<file path="config.mk">
export PLATFORM = sky130hd
export DESIGN_NAME = alu_arbiter
export DESIGN_NICKNAME = d
export VERILOG_FILES = /design/src/rtl/alu_arbiter.sv
export SDC_FILE = /design/constraint.sdc
export NUM_CORES = 1
export LEC_CHECK = 0
export ABC_AREA = 1
export ABC_CLOCK_PERIOD_IN_PS = 2520
export BUFFER_PORTS_ARGS = -buffer_cell sky130_fd_sc_hd__buf_2
export CAP_MARGIN = 20
export CORE_ASPECT_RATIO = 0.5
export CORE_UTILIZATION = 47
export DETAILED_ROUTE_END_ITERATION = 10
export PLACE_DENSITY_LB_ADDON = 0.25
export REMOVE_ABC_BUFFERS = 1
export SETUP_SLACK_MARGIN = 0.3
export SLEW_MARGIN = 15
export SYNTH_ARGS = -nofsm -noshare
export SYNTH_HDL_FRONTEND = slang
export SYNTH_SLANG_ARGS = --single-unit
</file>
<file path="constraint.sdc">
create_clock -name clk -period 2.52 [get_ports clk]
set_input_delay 0 -clock clk [delete_from_list [all_inputs] [get_ports clk]]
set_output_delay 0 -clock clk [all_outputs]
set_load 0.02 [all_outputs]
</file>
<file path="src/rtl/alu_arbiter.sv">
// alu_arbiter: two-requester front end sharing one combinational ALU (IDLE -> EXEC -> RESP).
// Define ALU_ARB_RR_EN for round-robin arbitration; otherwise requester 0 has fixed priority.
module alu_arbiter #(
  parameter int WIDTH = 32
) (
  input  logic               clk,
  input  logic               rst_n,
  input  logic [1:0]         req_valid,
  output logic [1:0]         req_ready,
  input  logic [2*WIDTH-1:0] req_a,
  input  logic [2*WIDTH-1:0] req_b,
  input  logic [7:0]         req_op,
  output logic [1:0]         rsp_valid,
  input  logic [1:0]         rsp_ready,
  output logic [WIDTH-1:0]   rsp_result,
  output logic               rsp_zero,
  output logic               rsp_carry,
  output logic               rsp_overflow,
  output logic [WIDTH-1:0]   alu_a,
  output logic [WIDTH-1:0]   alu_b,
  output logic [3:0]         alu_op,
  input  logic [WIDTH-1:0]   alu_result,
  input  logic               alu_zero,
  input  logic               alu_carry,
  input  logic               alu_overflow
);

  typedef enum logic [1:0] {IDLE = 2'd0, EXEC = 2'd1, RESP = 2'd2} state_t;

  state_t           state;
  logic             owner;
  logic             gnt;
  logic [WIDTH-1:0] a_p0;
  logic [WIDTH-1:0] b_p0;
  logic [3:0]       op_p0;
  logic [WIDTH-1:0] result_p1;
  logic             zero_p1;
  logic             carry_p1;
  logic             ovf_p1;

`ifdef ALU_ARB_RR_EN
  // Most recently granted requester; resets to 1 so requester 0 wins the first contention.
  logic last;

  always_ff @(posedge clk or negedge rst_n) begin
    if (!rst_n) begin
      last <= 1'b1;
    end else if (state == IDLE && |req_valid) begin
      last <= gnt;
    end
  end

  assign gnt = req_valid[1] & (~req_valid[0] | ~last);
`else
  assign gnt = req_valid[1] & ~req_valid[0];
`endif

  assign req_ready    = (rst_n && state == IDLE && |req_valid) ? (2'b01 << gnt) : 2'b00;
  assign alu_a        = a_p0;
  assign alu_b        = b_p0;
  assign alu_op       = op_p0;
  assign rsp_result   = result_p1;
  assign rsp_zero     = zero_p1;
  assign rsp_carry    = carry_p1;
  assign rsp_overflow = ovf_p1;

  always_ff @(posedge clk or negedge rst_n) begin
    if (!rst_n) begin
      state     <= IDLE;
      owner     <= 1'b0;
      a_p0      <= '0;
      b_p0      <= '0;
      op_p0     <= '0;
      result_p1 <= '0;
      zero_p1   <= 1'b0;
      carry_p1  <= 1'b0;
      ovf_p1    <= 1'b0;
      rsp_valid <= 2'b00;
    end else begin
      case (state)
        // Stage p0: latch the granted requester's operands once; they are never re-sampled.
        IDLE: begin
          if (|req_valid) begin
            a_p0  <= gnt ? req_a[2*WIDTH-1:WIDTH] : req_a[WIDTH-1:0];
            b_p0  <= gnt ? req_b[2*WIDTH-1:WIDTH] : req_b[WIDTH-1:0];
            op_p0 <= gnt ? req_op[7:4] : req_op[3:0];
            owner <= gnt;
            state <= EXEC;
          end
        end
        // Stage p1: capture the shared ALU's combinational outputs.
        EXEC: begin
          result_p1 <= alu_result;
          zero_p1   <= alu_zero;
          carry_p1  <= alu_carry;
          ovf_p1    <= alu_overflow;
          rsp_valid <= 2'b01 << owner;
          state     <= RESP;
        end
        RESP: begin
          if (rsp_ready[owner]) begin
            rsp_valid <= 2'b00;
            state     <= IDLE;
          end
        end
        default: begin
          rsp_valid <= 2'b00;
          state     <= IDLE;
        end
      endcase
    end
  end

endmodule

</file>
---- Yosys cells after proc, flatten, opt, wreduce, memory -nomap -nowiden ----
Index checks and enable logic that the tools add are counted.
word-level totals
  word-level logic and storage cells ...... 37
  bits in registers ....................... 108
  output and inout bits ................... 107
cells by class
  reductions and logical operators ........ 7
  bitwise gates (word level) .............. 3
  equal/unequal tests ..................... 4
  muxes and demuxes ....................... 10
  shifts and indexed selects .............. 2
  order comparisons ....................... 1
operators with widths
  kind                                                 count
  2-to-1 mux 32 bit                                    2
  case mux 2 bit (3 select lines)                      2
  2-to-1 mux 2 bit                                     3
  AND reduction 2 bit                                  3
  2-to-1 mux 4 bit                                     1
  << shifter 1 x 1 -> 2 bit, first input constant      2
  equality test 2 x 1 -> 1 bit, second input constant  1
  equality test 2 bit, second input constant           1
  logical AND 1 bit                                    2
  logical NOT 2 bit                                    1
  < comparator 1 x 2 -> 1 bit, second input constant   1
  2-to-1 mux 1 bit                                     2
  != test 2 x 1 -> 1 bit, second input constant        1
  != test 2 bit, second input constant                 1
  inverter 1 bit                                       2
  OR reduction 2 bit                                   1
  bitwise AND 1 bit                                    1

---- Logic depth before layout (Yosys ltp) ----
  depth after elaboration ................. 4
  depth in mapped cells ................... 8
  gate-level depth less buffers ........... 6

---- Worst setup path before layout ----
Ideal clock, no wire load.
  kind .................................... register to register
  start point ............................. register state[1]
  end point ............................... register a_p0[0] (netlist: alu_a[0])
  setup slack ............................. 1.244 ns
  clock period less this slack ............ 1.276 ns
  cell stages (with the launch flop) ...... 9
  data arrival time ....................... 1.152 ns
  path buffers ............................ 2
  data required time ...................... 2.396 ns
  library setup time ...................... 0.124 ns
  cells stage by stage .................... dfrtp_1 -> inv_1 -> nand2_1 -> nor2_4 -> inv_2 -> buf_4 -> buf_2 -> nand2_1 -> nand2_1
between the ends
  word-level cells in the longest chain between the ends .. 2
RTL lines
  item                           line  source
  start, declared                30    state_t state;
  start signal, assigned         69    state <= IDLE;
  start signal, assigned         88    state <= EXEC;
  start signal, assigned         98    state <= RESP;
  logical NOT 2 bit              80    case (state)
  AND reduction 2 bit (no line)  --
  end signal, assigned           84    a_p0 <= gnt ? req_a[2*WIDTH-1:WIDTH] : req_a[WIDTH-1:0];
  end, declared                  33    logic [WIDTH-1:0] a_p0;
No other way between the ends.
A chain may end at the register's enable or synchronous reset.

---- Worst setup path after layout ----
  start point ............................. register state[1]
  end point ............................... register a_p0[29] (netlist: alu_a[29])
Same word-level chain as after synthesis.

==> metrics.md <==
| Metric | Value |
|---|---|
| Fmax | `~480 MHz` |
| Port buffer count | `283` |
| R2R setup slack | `between 400 and 500 ps` |
| Synthesis-stage register bit count | `roughly 110` |
| Critical path data arrival time | `~2400 ps` |
| WHS | `-7.14 ps` |
| Worst hold path class | `in2reg` |
| Antenna violations before repair | `0` |
| Pre-CTS setup slack | `~740 ps` |
| # fillers | `roughly 580` |
| Status | `finished with violations` |
| DRT iter0 DRCs | `288` |
| Ys Warns | `0` |
| R2R Path End | `alu_a[29]` |
| Layout overhead on the synthesized area | `70.3%` |
| Pin count of the biggest net entering global routing | `between 90 and 100` |
| Synth Cell Area | `a little under 5000 um^2` |
| Total power | `roughly 9.2 mW` |
| CP required | `2800 ps` |
| DRC viols | `0` |
| Clock sinks | `about 110` |
| Failing checks | `hold timing` |
| Yosys cell types | `15` |
| Initial core utilization | `0.500` |
| Pwr dens | `~1100 nW/um^2` |
| Final layout net count | `between 1000 and 1500` |
| Drt first pass iters | `4` |
| Boundary Pins | `284` |
| Postcts setup bufs | `0` |
| Slew Limit Fails | `0` |
| Setup WS post-layout | `445 ps` |
| Reg2reg start | `state[1]` |
| Die width | `~150 um` |
| Core ar. | `around 9800 um^2` |
| Seq. cell area | `2700 um^2` |
| Total wire length | `approximately 17 mm` |
| First-pass GRT wire length | `around 27 mm` |
| Max-Cap Viols | `0` |
| Cell count after placement | `1005` |
| Std-Cell Rows | `25` |
| Final Util | `0.852` |
| CP max FO | `71` |
| Final period util | `0.823` |
| CTS tree | `yes` |
| DR vias | `5755` |
| Hold Vio Cnt, Final | `1` |
| Min Tclk post-route | `2070 ps` |
| Critical Path Sink | `alu_a[29]` |
| H-tree depth | `3` |
| Worst vdd ir | `0.598 mV` |
| Syn Area/Cell | `approximately 8.0 um^2` |
| R2R cell count | `7` |
| TNS Setup | `0 ps` |
| Cell area after layout | `around 8300 um^2` |
| Worst setup SP type | `register` |
| Vias in the first global route | `between 5000 and 6000` |
| Setup violators final | `0` |
| Multi-input gate area | `roughly 1800 um^2` |
| Final GP Congestion | `approximately 0.79` |
| Critical path class | `reg2reg` |
| Worst skew pair latency | `350 ps` |
| WL per Instance | `approximately 15 um` |
| Crit end category | `register` |
| Clk buf depth | `2` |
| Final HPWL DP | `9.04 mm` |
| Detail Route Antenna Nets | `0` |
| Die ar. | `between 10000 and 15000 um^2` |
| Die Y | `around 74 um` |
| GRT Total Usage | `0.314` |
| Cell leakage power | `4.74 nW` |
| Clock root cell | `clkbuf_16` |
| Layout cells sized above 1 | `0.296` |
| Layout Cells excl Fill | `around 1200` |
| Vias per cell | `roughly 5` |
| Reg clk slew, reported paths | `roughly 80 ps` |
| Grt total ovfl | `0` |
| Worst rel slew slack | `0.453` |
| Layout Skew | `7.46 ps` |
| Seq/Total Area, Yosys | `0.552` |
| Crit. Startpoint | `state[1]` |
| Cells after Synth | `around 620` |
| Unrepaired setup endpoints after global routing | `false` |
| Least-Margin Pin Slew | `between 800 and 900 ps` |
| Placed inst area | `between 6000 and 7000 um^2` |
| Ant diodes | `0` |
| CTS Buf Count | `9` |
-- logic make-up after synthesis --
kind of cell,synth area share
compound gates,0.105
simple gates,0.255
flops,0.552
buf+inv,0.0884
-- metal layers --
layer  vias up  track usage  routed length [um]
li1       2756            -                   -
met3        48       0.0712                1030
met2       245        0.594                9230
met4         0        0.133                 528
met5         -            0                   0
met1      2706        0.353                6370
-- Yosys cell counts, drive strengths merged --
cell type  number  area share
buf            21       0.021
clkbuf         13       0.010
dfrtp         108        0.55
inv            75       0.057
nand2         322        0.25
nand3           2      0.0020
nor2            4      0.0046
nor3            1      0.0010
o211ai         68        0.10
o21ai           1      0.0010
-- repair_timing --
action	CTS	global route
endpoints found under the setup margin	0	53
endpoints found under the hold margin	213	0
hold buffers	159	0
gates resized for setup	0	3
-- how the worst min path moves through the flow --
| stage | cells after the start | startpoint | endpoint |
|---|---|---|---|
| floorplan | 0 | rst_n | alu_a[0] |
| global route | 5 | req_b[1] | alu_b[1] |
| global placement | 1 | rst_n | alu_b[14] |
| CTS | 5 | req_b[29] | alu_b[29] |
| finish | 5 | req_b[29] | alu_b[29] |
| detailed placement | 1 | rst_n | alu_b[14] |
-- cell usage in the layout (no fill, tap or decap) --
cell type	count
inv_1	73
buf_2	282
o21ai_1	1
nand2_1	321
inv_8	4
inv_2	2
nor2_1	3
nor2_4	1
buf_8	1
o211ai_1	68
dlygate4sd3_1	159
dfrtp_1	108
nand3_1	2
clkbuf_16	9
nand2_4	1
bufinv_16	1
buf_4	5
clkinv_4	1
buf_12	1
buf_16	1
clkinvlp_4	1
nor3_1	1
-- final cells by class --
class / instances / share of cell area
clock buffers: 9 / 0.0270
flip-flops and latches: 108 / 0.324
inverters: 75 / 0.0337
clock inverters: 7 / 0.0109
well taps: 135 / 0.0202
multi-input cells: 398 / 0.212
repair buffers: 449 / 0.372
-- where the power goes --
group	leakage, nW	switching (mW)	internal [mW]
Sequential	1.32	0.478	2.60
Combinational	3.26	2.92	1.73
Clock	0.154	0.689	0.802
-- flip-flops by register name, summed over array words and instances, names as in the netlist --
signal / cells
rsp_zero: 1
alu_op: 4
alu_a: 32
rsp_result: 32
rsp_carry: 1
state: 2
alu_b: 32
rsp_valid: 2
rsp_overflow: 1
owner: 1
-- worst max-delay path, stage by stage, from the launching register on --
cell	delay, ps
dfrtp_1	370
inv_1	80
nand2_1	120
nor2_4	150
buf_8	380
o211ai_1	180
dlygate4sd3_1	610
nand2_1	90
Power figures use the tool's default switching activity.
